===== src/rtl/text_writer_pkg.sv =====
// text_writer_pkg: geometry, character codes and FSM state encoding
// shared by the text_writer write-port controller and the display side.
package text_writer_pkg;

    localparam int DEF_COLS  = 40;
    localparam int DEF_ROWS  = 30;
    localparam int DEF_COL_W = 6;
    localparam int DEF_ROW_W = 5;

    localparam logic [7:0] CHAR_SPACE = 8'h20;
    localparam logic [7:0] CHAR_CR    = 8'h0D;
    localparam logic [7:0] CHAR_LF    = 8'h0A;
    localparam logic [7:0] CHAR_BS    = 8'h08;
    localparam logic [7:0] CHAR_FF    = 8'h0C;

    typedef enum logic [1:0] {
        ST_CLEAR      = 2'd0,
        ST_IDLE       = 2'd1,
        ST_LINE_CLEAR = 2'd2
    } state_t;

    function automatic logic is_printable(input logic [7:0] c);
        return (c >= 8'h20) && (c <= 8'h7E);
    endfunction

endpackage


===== src/rtl/text_writer_if.sv =====
// text_writer_if: byte-stream valid/ready handshake into text_writer.
// master = byte source, slave = text_writer.
interface text_writer_if;
    logic [7:0] in_data;
    logic       in_valid;
    logic       in_ready;

    modport master (
        output in_data,
        output in_valid,
        input  in_ready
    );

    modport slave (
        input  in_data,
        input  in_valid,
        output in_ready
    );
endinterface


===== src/rtl/text_cursor.sv =====
// text_cursor: row/col cursor with wrap. Ports: i_advance (col+1),
// i_newline (col 0 + row advance), i_cr, i_backspace, i_home; o_col,
// o_row, o_wrap (this cycle's command causes a row advance).
module text_cursor
    import text_writer_pkg::*;
#(
    parameter int COLS  = DEF_COLS,
    parameter int ROWS  = DEF_ROWS,
    parameter int COL_W = DEF_COL_W,
    parameter int ROW_W = DEF_ROW_W
) (
    input  logic             clk,
    input  logic             rst,
    input  logic             i_advance,
    input  logic             i_newline,
    input  logic             i_cr,
    input  logic             i_backspace,
    input  logic             i_home,
    output logic [COL_W-1:0] o_col,
    output logic [ROW_W-1:0] o_row,
    output logic             o_wrap
);

    localparam logic [COL_W-1:0] LAST_COL = COL_W'(COLS - 1);
    localparam logic [ROW_W-1:0] LAST_ROW = ROW_W'(ROWS - 1);

    logic [COL_W-1:0] r_col;
    logic [ROW_W-1:0] r_row;
    logic             w_wrap;

    assign w_wrap = (i_advance && (r_col == LAST_COL)) || i_newline;

    always_ff @(posedge clk or posedge rst) begin
        if (rst) begin
            r_col <= '0;
            r_row <= '0;
        end else if (i_home) begin
            r_col <= '0;
            r_row <= '0;
        end else if (w_wrap) begin
            r_col <= '0;
            r_row <= (r_row == LAST_ROW) ? '0 : r_row + ROW_W'(1);
        end else if (i_advance) begin
            r_col <= r_col + COL_W'(1);
        end else if (i_cr) begin
            r_col <= '0;
        end else if (i_backspace && (r_col != '0)) begin
            r_col <= r_col - COL_W'(1);
        end
    end

    assign o_col  = r_col;
    assign o_row  = r_row;
    assign o_wrap = w_wrap;

endmodule


===== src/rtl/text_writer.sv =====
// text_writer: byte stream -> text RAM write port with cursor and clears.
// Ports: clk, rst, bus (slave), clear; waddr/wdata/write_en, cursor, busy.
module text_writer
    import text_writer_pkg::*;
#(
    parameter int         COLS  = DEF_COLS,
    parameter int         ROWS  = DEF_ROWS,
    parameter int         COL_W = DEF_COL_W,
    parameter int         ROW_W = DEF_ROW_W,
    parameter logic [7:0] FILL  = CHAR_SPACE
) (
    input  logic                   clk,
    input  logic                   rst,
    text_writer_if.slave           bus,
    input  logic                   clear,
    output logic [ROW_W+COL_W-1:0] waddr,
    output logic [7:0]             wdata,
    output logic                   write_en,
    output logic [COL_W-1:0]       cursor_col,
    output logic [ROW_W-1:0]       cursor_row,
    output logic                   busy
);

    localparam int               AW       = ROW_W + COL_W;
    localparam logic [COL_W-1:0] LAST_COL = COL_W'(COLS - 1);
    localparam logic [ROW_W-1:0] LAST_ROW = ROW_W'(ROWS - 1);

    state_t           r_state;
    logic [COL_W-1:0] r_fill_col;
    logic [ROW_W-1:0] r_fill_row;
    logic             r_fill_done;
    logic             r_busy;
    logic             r_we;
    logic [AW-1:0]    r_waddr;
    logic [7:0]       r_wdata;

    logic [COL_W-1:0] w_col;
    logic [COL_W-1:0] w_col_m1;
    logic [ROW_W-1:0] w_row;
    logic             w_wrap;
    logic             w_ready;
    logic             w_accept;
    logic             w_print;
    logic             w_lf;
    logic             w_cr;
    logic             w_bs;
    logic             w_ff;
    logic             w_restart;

    assign w_ready   = (r_state == ST_IDLE) && !clear;
    assign w_accept  = bus.in_valid && w_ready;
    assign w_print   = w_accept && is_printable(bus.in_data);
    assign w_lf      = w_accept && (bus.in_data == CHAR_LF);
    assign w_cr      = w_accept && (bus.in_data == CHAR_CR);
    assign w_bs      = w_accept && (bus.in_data == CHAR_BS);
    assign w_ff      = w_accept && (bus.in_data == CHAR_FF);
    assign w_restart = clear || w_ff;
    assign w_col_m1  = w_col - COL_W'(1);

    text_cursor #(
        .COLS  (COLS),
        .ROWS  (ROWS),
        .COL_W (COL_W),
        .ROW_W (ROW_W)
    ) u_cursor (
        .clk         (clk),
        .rst         (rst),
        .i_advance   (w_print),
        .i_newline   (w_lf),
        .i_cr        (w_cr),
        .i_backspace (w_bs),
        .i_home      (w_restart),
        .o_col       (w_col),
        .o_row       (w_row),
        .o_wrap      (w_wrap)
    );

    // r_fill_done holds CLEAR for one cycle after the last fill write so
    // busy stays high through that write and in_ready rises with busy low.
    always_ff @(posedge clk or posedge rst) begin
        if (rst) begin
            r_state     <= ST_CLEAR;
            r_fill_col  <= '0;
            r_fill_row  <= '0;
            r_fill_done <= 1'b0;
            r_busy      <= 1'b1;
            r_we        <= 1'b0;
            r_waddr     <= '0;
            r_wdata     <= '0;
        end else begin
            r_we <= 1'b0;
            if (w_restart) begin
                r_state     <= ST_CLEAR;
                r_fill_col  <= '0;
                r_fill_row  <= '0;
                r_fill_done <= 1'b0;
                r_busy      <= 1'b1;
            end else begin
                unique case (r_state)
                    ST_CLEAR: begin
                        if (r_fill_done) begin
                            r_state <= ST_IDLE;
                            r_busy  <= 1'b0;
                        end else begin
                            r_we    <= 1'b1;
                            r_waddr <= {r_fill_row, r_fill_col};
                            r_wdata <= FILL;
                            if (r_fill_col == LAST_COL) begin
                                r_fill_col <= '0;
                                if (r_fill_row == LAST_ROW)
                                    r_fill_done <= 1'b1;
                                else
                                    r_fill_row <= r_fill_row + ROW_W'(1);
                            end else begin
                                r_fill_col <= r_fill_col + COL_W'(1);
                            end
                        end
                    end
                    ST_IDLE: begin
                        if (w_print) begin
                            r_we    <= 1'b1;
                            r_waddr <= {w_row, w_col};
                            r_wdata <= bus.in_data;
                        end else if (w_bs && (w_col != '0)) begin
                            r_we    <= 1'b1;
                            r_waddr <= {w_row, w_col_m1};
                            r_wdata <= FILL;
                        end
                        if (w_wrap) begin
                            r_state    <= ST_LINE_CLEAR;
                            r_fill_col <= '0;
                        end
                    end
                    ST_LINE_CLEAR: begin
                        // cursor row has already advanced to the new row
                        r_we    <= 1'b1;
                        r_waddr <= {w_row, r_fill_col};
                        r_wdata <= FILL;
                        if (r_fill_col == LAST_COL)
                            r_state <= ST_IDLE;
                        else
                            r_fill_col <= r_fill_col + COL_W'(1);
                    end
                    default: begin
                        r_state <= ST_CLEAR;
                    end
                endcase
            end
        end
    end

    assign bus.in_ready = w_ready;
    assign waddr        = r_waddr;
    assign wdata        = r_wdata;
    assign write_en     = r_we;
    assign cursor_col   = w_col;
    assign cursor_row   = w_row;
    assign busy         = r_busy;

endmodule


===== src/flat_wrapper.sv =====
// flat-port wrapper written by rule: the top's interface ports become plain ports
module text_writer_flat import text_writer_pkg::*;
#(
    parameter int         COLS  = DEF_COLS,
    parameter int         ROWS  = DEF_ROWS,
    parameter int         COL_W = DEF_COL_W,
    parameter int         ROW_W = DEF_ROW_W,
    parameter logic [7:0] FILL  = CHAR_SPACE
)
  (clk, rst, clear, waddr, wdata, write_en, cursor_col, cursor_row, busy, bus_in_data, bus_in_valid, bus_in_ready);
  text_writer_if bus_i ();
  input  logic clk;
  input  logic rst;
  input  logic clear;
  output logic [ROW_W+COL_W-1:0] waddr;
  output logic [7:0] wdata;
  output logic write_en;
  output logic [COL_W-1:0] cursor_col;
  output logic [ROW_W-1:0] cursor_row;
  output logic busy;
  input wire logic [$bits(bus_i.in_data)-1:0] bus_in_data;
  input wire logic [$bits(bus_i.in_valid)-1:0] bus_in_valid;
  output wire logic [$bits(bus_i.in_ready)-1:0] bus_in_ready;
  assign bus_i.in_data = bus_in_data;
  assign bus_i.in_valid = bus_in_valid;
  assign bus_in_ready = bus_i.in_ready;
  text_writer #(.COLS(COLS), .ROWS(ROWS), .COL_W(COL_W), .ROW_W(ROW_W), .FILL(FILL)) u_core (.clk(clk), .rst(rst), .bus(bus_i), .clear(clear), .waddr(waddr), .wdata(wdata), .write_en(write_en), .cursor_col(cursor_col), .cursor_row(cursor_row), .busy(busy));
endmodule

===== config.mk =====
export PLATFORM = sky130hd
export DESIGN_NAME = text_writer_flat
export DESIGN_NICKNAME = d
export VERILOG_FILES = /design/src/rtl/text_writer_pkg.sv /design/src/rtl/text_writer_if.sv /design/src/rtl/text_cursor.sv /design/src/rtl/text_writer.sv /design/src/flat_wrapper.sv
export SDC_FILE = /design/constraint.sdc
export NUM_CORES = 1
export LEC_CHECK = 0
export CAP_MARGIN = 20
export CORE_MARGIN = 2
export CORE_UTILIZATION = 35
export CTS_CLUSTER_SIZE = 24
export DETAILED_ROUTE_END_ITERATION = 12
export PLACE_DENSITY_LB_ADDON = 0.05
export RECOVER_POWER = 50
export SYNTH_ARGS = -nofsm -noshare
export SYNTH_HDL_FRONTEND = slang
export SYNTH_HIERARCHICAL = 1
export SYNTH_SLANG_ARGS = --single-unit
export TNS_END_PERCENT = 20

===== constraint.sdc =====
create_clock -name clk -period 10.4 [get_ports clk]
set_input_delay 2.08 -clock clk [delete_from_list [all_inputs] [get_ports clk]]
set_output_delay 2.08 -clock clk [all_outputs]
set_load 0.01 [all_outputs]

After elaboration in Yosys (flattened, before gate mapping)
Index checks and enable logic that the tools add are counted.
Widths: inputs -> output; s select.
{"block": "classes", "n_addsub": 5, "bitwise": 1, "n_eq_ne": 19, "n_mux": 45, "n_reduce_logical": 27, "magnitude_cmp": 2}
{"op": "$mux 6", "count": 10}
{"op": "$mux 5", "count": 8}
{"op": "$mux 11", "count": 3}
{"op": "$pmux 11 s3", "count": 1}
{"op": "$eq 8x4->1 const B", "count": 4}
{"op": "$mux 8", "count": 3}
{"op": "$pmux 8 s3", "count": 1}
{"op": "$pmux 6 s3", "count": 1}
{"op": "$add 6x1->6 const B", "count": 2}
{"op": "$eq 6x6->1 const B", "count": 2}
{"op": "$mux 1", "count": 12}
{"op": "$ne 3x3->1 const B", "count": 4}
{"op": "$reduce_and 4->1", "count": 3}
{"op": "$add 5x1->5 const B", "count": 2}
{"op": "$eq 5x5->1 const B", "count": 2}
{"op": "$logic_and 1x1->1", "count": 10}
{"op": "$ge 8x6->1 const B", "count": 1}
{"op": "$le 8x7->1 const B", "count": 1}
{"op": "$mux 2", "count": 4}
{"op": "$reduce_bool 2->1", "count": 4}
{"op": "$ne 2x2->1 const B", "count": 3}
{"op": "$ne 3x2->1 const B", "count": 2}
{"op": "$pmux 2 s3", "count": 1}
{"op": "$reduce_bool 6->1", "count": 1}
{"op": "13 further kinds", "count": 14}
{"block": "totals", "input_bits": 12, "word_cells": 109, "out_inout_bits": 33, "reg_bits": 46}

Depth between registers and ports, before layout
Gate-level depths: netlist of run 1.
{"block": "depth", "word_depth": 10, "depth_mapped": 13}

By module
Netlist of run 1, hierarchy kept.
{"module": "text_writer", "area_each_um2": 2063.2, "cells_each": 217, "seq_area_each_um2": 877.1, "instances": 1}
{"module": "text_cursor", "area_each_um2": 829.5, "cells_each": 95, "seq_area_each_um2": 275.3, "instances": 1}

Worst setup path before layout of run 1
Ideal clock, no wire load.
{"block": "synth_timing", "kind": "input to register", "from": "input port bus_in_data[3]", "to": "register u_core.r_fill_col[5]", "path_buffers": 1, "required_ns": 10.274, "t_arrival_ns": 4.581, "path_slack_ns": 5.693, "cell_stages": 11, "cell_sequence": "nand3_1 > o221ai_2 > clkinv_1 > clkbuf_1 > and3_1 > a31oi_1 > inv_2 > nand2b_1 > a41oi_2 > nor2_1 > a221o_1"}
{"block": "synth_between", "elab_chain_len": 7, "elab_cells_between_ends": 17, "classes_between": "2 x order compare; 5 x eq/ne; 1 x mux; 9 x reduce/logical"}
{"element": "from (decl)", "line_no": "flat_wrapper.sv:21", "source": "input wire logic [$bits(bus_i.in_data)-1:0] bus_in_data;"}
{"element": "$ge 8x6->1 / $le 8x7->1 (equally long branches)", "line_no": "text_writer_pkg.sv:23", "source": "return (c >= 8'h20) && (c <= 8'h7E);"}
{"element": "$logic_and 1x1->1 *", "line_no": "text_writer_pkg.sv:23"}
{"element": "$logic_and 1x1->1 *", "line_no": "text_writer.sv:52", "source": "assign w_print = w_accept && is_printable(bus.in_data);"}
{"element": "named net u_core.w_print", "line_no": "text_writer.sv:43", "source": "logic w_print;"}
{"element": "$logic_and 1x1->1 *", "line_no": "text_cursor.sv:31", "source": "assign w_wrap = (i_advance && (r_col == LAST_COL)) || i_newline;"}
{"element": "$logic_or 1x1->1 *", "line_no": "text_cursor.sv:31"}
{"element": "named net u_core.w_wrap", "line_no": "text_writer.sv:40", "source": "logic w_wrap;"}
{"element": "$ne 3x3->1 (no source line) *"}
{"element": "$reduce_and 4->1 (no source line) *"}
{"element": "to (signal assigned)", "line_no": "text_writer.sv:115", "source": "r_fill_col <= r_fill_col + COL_W'(1);"}
{"element": "to (signal assigned)", "line_no": "text_writer.sv:142", "source": "r_fill_col <= r_fill_col + COL_W'(1);"}
{"element": "to (decl)", "line_no": "text_writer.sv:29", "source": "logic [COL_W-1:0] r_fill_col;"}
The timed path passes the listed nets; every way through them passes the cells marked *.
A chain may end at the register's enable or synchronous reset.

Final worst setup path of run 1
{"block": "layout_timing", "from": "input port bus_in_data[6]", "to": "register u_core.r_fill_col[5]"}
{"block": "layout_between", "elab_chain_len": 7, "elab_cells_between_ends": 17, "classes_between": "2 x order compare; 5 x eq/ne; 1 x mux; 9 x reduce/logical"}
{"element": "$ge 8x6->1 / $le 8x7->1 (equally long branches)", "line_no": "text_writer_pkg.sv:23"}
{"element": "$logic_and 1x1->1", "line_no": "text_writer_pkg.sv:23"}
{"element": "$logic_and 1x1->1", "line_no": "text_writer.sv:52"}
{"element": "$logic_and 1x1->1", "line_no": "text_cursor.sv:31"}
{"element": "$logic_or 1x1->1 *", "line_no": "text_cursor.sv:31"}
{"element": "named net u_core.w_wrap", "line_no": "text_writer.sv:40"}
{"element": "$ne 3x3->1 (no source line) *"}
{"element": "$reduce_and 4->1 (no source line) *"}
Marks and branches as above.

==> metrics.cfg, run 1 <==
[final_layout]
nNetsFinal = 377
layout-drive-gt1-share = 0.0850
area.growth.synth_to_final_pct = 19.8
instances_no_fill = 458
fill_cells = 843
antenna_cells = 0

[synthesis]
synth.top_cell.area_share = 0.389
yosysSeqAreaShare = 0.398
yosysTopAreaCell = dfrtp_1
synth_seq_cells = 46
synthCells = 312
synth_area_per_cell_um2 = 9.27
async_flop_share = 1.00
syn-cell-area_mm2 = 0.00289
synth_edf_count = 0
synth_cell_types = 66
synth_warnings = 6
syn_nets = 337
synthFlopType = dfrtp_1
synth_area_leaders = dfrtp_1, ha_1, nor2_1

[clocking]
cts_resized = 0
cts_buffer_depth = 2
cts_sinks = 46
clockRootBuffer = clkbuf_8
clock_latency_ns = 0.31
ctsHoldBuffers = 0
cts_tree = yes
cts_buffers = 5
clk_pin_slew_ns = 0.09
htreeDepth = 2
post_cts_buffers = 0

[sta]
finClkSkew_ns = 0.00598
hold_viol_final = 0
setup_viol = 0
worstMarginPinSlew_ns = 2.04
tns_ns = 0
maxSlewHeadroom = -0.362
rsz0062_at_grt = no
post-route-period-util = 0.565
finalMaxSlewViolations = 36
fin_crit_ns = 5.88
fmax_ghz = 0.170

[power_and_ir_drop]
seq_power_share = 0.466
vdd_drop_max_uv = 70.3
power.leakage_nw = 1.48
p_sw_frac = 0.332
power_mw = 0.456
p_comb_frac = 0.285
net-switching-power_mw = 0.151
power_density_mw_per_mm2 = 132
clockPowerShare = 0.249
p_int_mw = 0.305

[floorplanning]
die_y_um = 94.9
io_pins = 45
core_mm2 = 0.00809
die_w_um = 94.9
start_util = 0.357
rows = 33
die_area_mm2 = 0.00901

[setup_path]
worst_setup_path_start_kind = primary input
crit_fanout = 31
crit_required_ns = 10.59
cpMaxStageDelayCell = clkinv_1
path_buf_inv = 3
worstSetupEndpointType = register
crit_arrival_ns = 6.07
critPathKind = primary input to register
slowest_delay_ns = 0.75
cp_top_family = compound AO/OA/AOI/OAI gates
path_cells = clkdlybuf4s50_1 -> nand4_1 -> o221ai_2 -> clkinv_1 -> and3_1 -> a31oi_1 -> inv_2 -> nand2b_1 -> a41oi_2 -> nor2_1 -> a221o_1

[place]
numPlacedInstances = 450
gp_congestion = 0.799
io_buffers = 44
dp_hpwl_um = 5330

[outcome]
outcome = complete, but fails checks
violations = max-capacitance violations, max-slew violations

[route]
ant_nets = 0
drt_iter0_markers = 113
vias_per_cell = 5.42
routedWlPerCell_um = 16.4
drtPass1Iterations = 4
wirelength_um = 7510
drc = 0
vias = 2484

[run]
maxCapViolations = 1

[grt]
grt_max_degree = 36
grt_pass1_wl_um = 12700
grt_pass1_vias = 2434
grt_use_total = 0.183
grt_antenna_before_repair = 0
gr-total-overflow = 0

[hold_path]
hp-class = register to register

sequential cells by signal, indices dropped and copies added (netlist names):
signal                 cells
u_core/r_fill_row          5
u_core/busy                1
u_core/r_state             2
u_core/u_cursor/o_col      6
u_core/r_fill_col          6
u_core/r_fill_done         1
u_core/waddr              11
u_core/write_en            1
u_core/wdata               8
u_core/u_cursor/o_row      5
metal layers:
layer | track usage | up-vias | share of wire
li1 | - | 1223 | -
met2 | 0.292 | 57 | 0.45
met4 | 0.0507 | 0 | 0.012
met5 | 0 | - | 0
met1 | 0.257 | 1198 | 0.50
met3 | 0.0319 | 6 | 0.040
placed cells by master (no fill, tap or decap), types with 3 or more instances in the layout:
cell             synthesis  layout
a31oi_1                 10      10
nor2_1                  31      31
nor2b_1                 15      15
nor3b_1                  3       3
nand2_1                 17      17
a21o_1                   4       4
o21ai_0                  8       8
clkbuf_8                 0       5
inv_1                   16      16
dlygate4sd3_1            0      16
nand4_1                  6       6
nor4_1                   2       3
nand3_1                  8       8
o211ai_1                 4       4
and3_1                   6       6
dfrtp_1                 45      45
a21oi_1                 23      23
a22o_1                   3       3
nand2b_1                 6       6
nor4b_1                  3       3
o21a_1                   3       3
a31o_2                   6       6
ha_1                    13      13
or3_1                    7       7
clkdlybuf4s50_1          0      28
nor3_1                  10      10
logic make-up after synthesis:
group | after synthesis | share of synthesized area
adders and majority gates | 13 | 0.0562
muxes | 3 | 0.0108
xor gates and xnor gates | 4 | 0.0121
buffers and inverters | 32 | 0.0532
DFF | 46 | 0.398
AOI/OAI and AO/OA | 89 | 0.230
and+or+nand+nor | 125 | 0.240
power by group through the flow:
stage          sequential [mW]  clock, mW  combinational, mW
3_3_place_gp             0.216          0              0.134
4_1_cts                  0.213      0.120              0.136
5_1_grt                  0.216      0.126              0.146
6_report                 0.212      0.114              0.130
2_1_floorplan            0.222          0             0.0734
3_5_place_dp             0.217          0              0.135
cell usage after synthesis, drive strengths merged, types with 2 or more instances:
master   count
nor3        11
xnor2        2
and4bb       2
nand2b       6
o21ai       10
ha          13
nor2        32
a21boi       2
a41oi        2
and3         6
nand2       17
o22ai        2
o21a         3
nor2b       15
xor2         2
inv         18
mux2i        2
o21bai       2
o221ai       2
nand4        6
nor4         3
a31oi       11
a2bb2oi      2
nor4b        3
nor3b        3
nand3        8
a22o         3
a31o         6
o211ai       4
o22a         2
dfrtp       45
buf         10
clkbuf       3
a21o         4
or3          7
a22oi        2
a311oi       2
a21oi       23
worst register-to-register path: stages (launching register included):
cell      delay, ns
dfrtp_1        0.41
inv_1          0.08
ha_1           0.32
and4bb_4       0.30
o221ai_2       0.13
clkinv_1       0.75
and3_1         0.53
a31oi_1        0.44
inv_2          0.12
nand2b_1       0.23
a41oi_2        0.45
nor2_1         0.17
a221o_1        0.32
final timing paths:
path | startpoint | to | slack (ns) | cells after the start
max in group asynchronous | rst | u_core/waddr[3]$_DFFE_PP0P_ | 6.26 | 3
worst max-delay path | bus_in_data[6] | u_core/r_fill_col[5]$_DFFE_PP0P_ | 4.52 | 11
worst min-delay path | u_core/busy$_DFFE_PP1P_ | u_core/busy$_DFFE_PP1P_ | 0.47 | 2
worst min register to register | u_core/busy$_DFFE_PP1P_ | u_core/busy$_DFFE_PP1P_ | 0.47 | 2
worst max register to register | u_core/r_state[1]$_DFFE_PP0P_ | u_core/r_fill_col[5]$_DFFE_PP0P_ | 6.05 | 12
min in group asynchronous | rst | u_core/u_cursor/o_col[0]$_DFFE_PP0P_ | 2.23 | 2
cell type report:
cell class,instances,area (um2),area share
Clock buffer,6,72.6,0.0209
Multi-Input combinational cell,234,1570,0.454
Sequential cell,46,1150,0.333
Clock inverter,2,13.8,0.00397
Tap cell,105,131,0.0379
Inverter,19,71.3,0.0206
Timing Repair Buffer,46,452,0.130
metrics by stage:
stage	hold WS [ns]	utilization	setup WS (ns)	cell area, um2
after floorplan	0.465	-	5.69	2890
after global placement	0.456	0.420	4.41	3400
after detailed placement	0.456	0.420	4.24	3400
after CTS	0.472	0.430	4.57	3480
after global routing	0.516	0.428	4.26	3460
final	0.465	0.428	4.52	3460
(Power assumes the default switching activity.)
==> run 2: changes to the inputs <==
==> constraint.sdc (replaced) <==
create_clock -name clk -period 5.1 [get_ports clk]
set_input_delay 1.02 -clock clk [delete_from_list [all_inputs] [get_ports clk]]
set_output_delay 1.02 -clock clk [all_outputs]
set_load 0.01 [all_outputs]
==> metrics.cfg, run 2 (synthesis gave the netlist of run 1 again) <==
[sta]
hold_viol_final = 0
post-route-period-util = 0.771
fmax_ghz = 0.254
finClkSkew_ns = 0.00918
setup_viol = 0
fin_crit_ns = 3.93
finalMaxSlewViolations = 36
tns_ns = 0
worstMarginPinSlew_ns = 2.03
whs_ns = 0.468
rsz0062_at_grt = no
maxSlewHeadroom = -0.353

[final_layout]
utilization = 0.430
area.growth.synth_to_final_pct = 20.4
final_cell_mix = dfrtp_1, nor2_1, clkdlybuf4s50_1
layout_commonest_cell = dfrtp_1
layout-drive-gt1-share = 0.0930
fill_cells = 818
nNetsFinal = 379
antenna_cells = 0
largest_reg_flops = 11

[run]
maxCapViolations = 1

[hold_path]
whs_path_depth = 2
hp-class = register to register
worstHoldStart = u_core/busy$_DFFE_PP1P_
holdPathEnd = u_core/busy$_DFFE_PP1P_

[place]
io_buffers = 44
gp_congestion = 0.799
dp_hpwl_um = 5320

[grt]
grt_pass1_vias = 2460
grt_pass1_wl_um = 12600
grt_antenna_before_repair = 0
grt_use_total = 0.180
grt_max_degree = 36
gr-total-overflow = 0

[clocking]
cts_sinks = 46
cts_buffers = 5
post_cts_buffers = 0
clockRootBuffer = clkbuf_8
htreeDepth = 2
clk_pin_slew_ns = 0.10
cts_buffer_depth = 2
cts_tree = yes
cts_resized = 0
ctsHoldBuffers = 0
clock_latency_ns = 0.30

[floorplanning]
core_mm2 = 0.00809
die_area_mm2 = 0.00901
die_y_um = 94.9
start_util = 0.357
io_pins = 45
die_w_um = 94.9
rows = 33

[setup_path]
path_cells = clkdlybuf4s50_1 -> nor4_1 -> o2111ai_1 -> a311oi_4 -> buf_4 -> nor2b_1 -> a31o_2
crit_required_ns = 5.30
worst_setup_path_start_kind = primary input
r2r_slack_ns = 1.73
critPathKind = primary input to register
crit_fanout = 15
reg2reg_from = u_core/r_state[1]$_DFFE_PP0P_
rr_endpoint = u_core/r_fill_col[5]$_DFFE_PP0P_
slowest_delay_ns = 0.86
path_buf_inv = 2
cp_top_family = compound AO/OA/AOI/OAI gates
crit_arrival_ns = 4.13
worstSetupEndpointType = register
cpMaxStageDelayCell = nor4_1
rr_worst_depth = 12

[power_and_ir_drop]
clockPowerShare = 0.250
power_density_mw_per_mm2 = 267
seq_power_share = 0.466
vdd_drop_max_uv = 128
p_sw_frac = 0.330
power.leakage_nw = 1.49
p_int_mw = 0.622
p_comb_frac = 0.283
net-switching-power_mw = 0.307
power_mw = 0.929

[outcome]
outcome = complete, but fails checks
violations = max-capacitance violations, max-slew violations

[route]
vias = 2522
drc = 0
vias_per_cell = 5.48
wirelength_um = 7430
drtPass1Iterations = 4
ant_nets = 0
drt_iter0_markers = 174
routedWlPerCell_um = 16.2

[run 2: changes by cell type in the layout (fill, tap and decap cells not counted), sizes merged]
cell | before | now
clkinvlp | 0 | 1
buf | 1 | 3
clkbuf | 7 | 6
[run 2: area by class of cell]
class	instances	area, um2	share of cell area
inverters	19	71.3	0.0205
well taps	105	131	0.0377
flip-flops and latches	46	1150	0.331
clock buffers	5	68.8	0.0198
repair buffers	48	467	0.134
clock inverters	3	21.3	0.00611
multi-input cells	234	1570	0.451
[run 2: worst max path at each step]
stage                                                  end      startpoint  slack [ns]  cells after the start
final                          u_core/wdata[0]$_DFFE_PP0P_  bus_in_data[6]        1.17                      7
after detailed placement  u_core/r_fill_col[5]$_DFFE_PP0P_  bus_in_data[6]        0.83                     11
after floorplan           u_core/r_fill_col[5]$_DFFE_PP0P_  bus_in_data[3]        1.45                     11
after CTS                 u_core/r_fill_col[5]$_DFFE_PP0P_  bus_in_data[6]        1.15                     11
after global placement    u_core/r_fill_col[5]$_DFFE_PP0P_  bus_in_data[6]        0.92                     11
after global routing           u_core/wdata[0]$_DFFE_PP0P_  bus_in_data[6]        1.01                      7
[run 2: routing by layer]
layer | global-route usage | routed length (um) | vias to the layer above
li1 | - | - | 1225
met1 | 0.258 | 3620 | 1224
met2 | 0.277 | 3320 | 69
met3 | 0.0383 | 440 | 4
met4 | 0.0411 | 53 | 0
met5 | 0 | 0 | -
[run 2: worst min-delay path: cells and delay by family (launching register included)]
family,cells,cell delay (ns)
flops,1,0.38
simple gates,2,0.10
[run 2: metrics by stage]
| stage | cells | setup slack [ns] | cell area (um2) |
|---|---|---|---|
| CTS | 460 | 1.15 | 3500 |
| global route | 460 | 1.01 | 3480 |
| finish | 460 | 1.17 | 3480 |
| floorplan | 312 | 1.45 | 2890 |
| global placement | 452 | 0.924 | 3410 |
| detailed placement | 452 | 0.835 | 3410 |
[run 2: power by group through the flow]
stage | Sequential (mW) | Combinational [mW] | Clock (mW)
6_report | 0.433 | 0.263 | 0.233
2_1_floorplan | 0.452 | 0.150 | 0
3_5_place_dp | 0.441 | 0.274 | 0
5_1_grt | 0.440 | 0.292 | 0.262
3_3_place_gp | 0.442 | 0.273 | 0
4_1_cts | 0.435 | 0.276 | 0.245
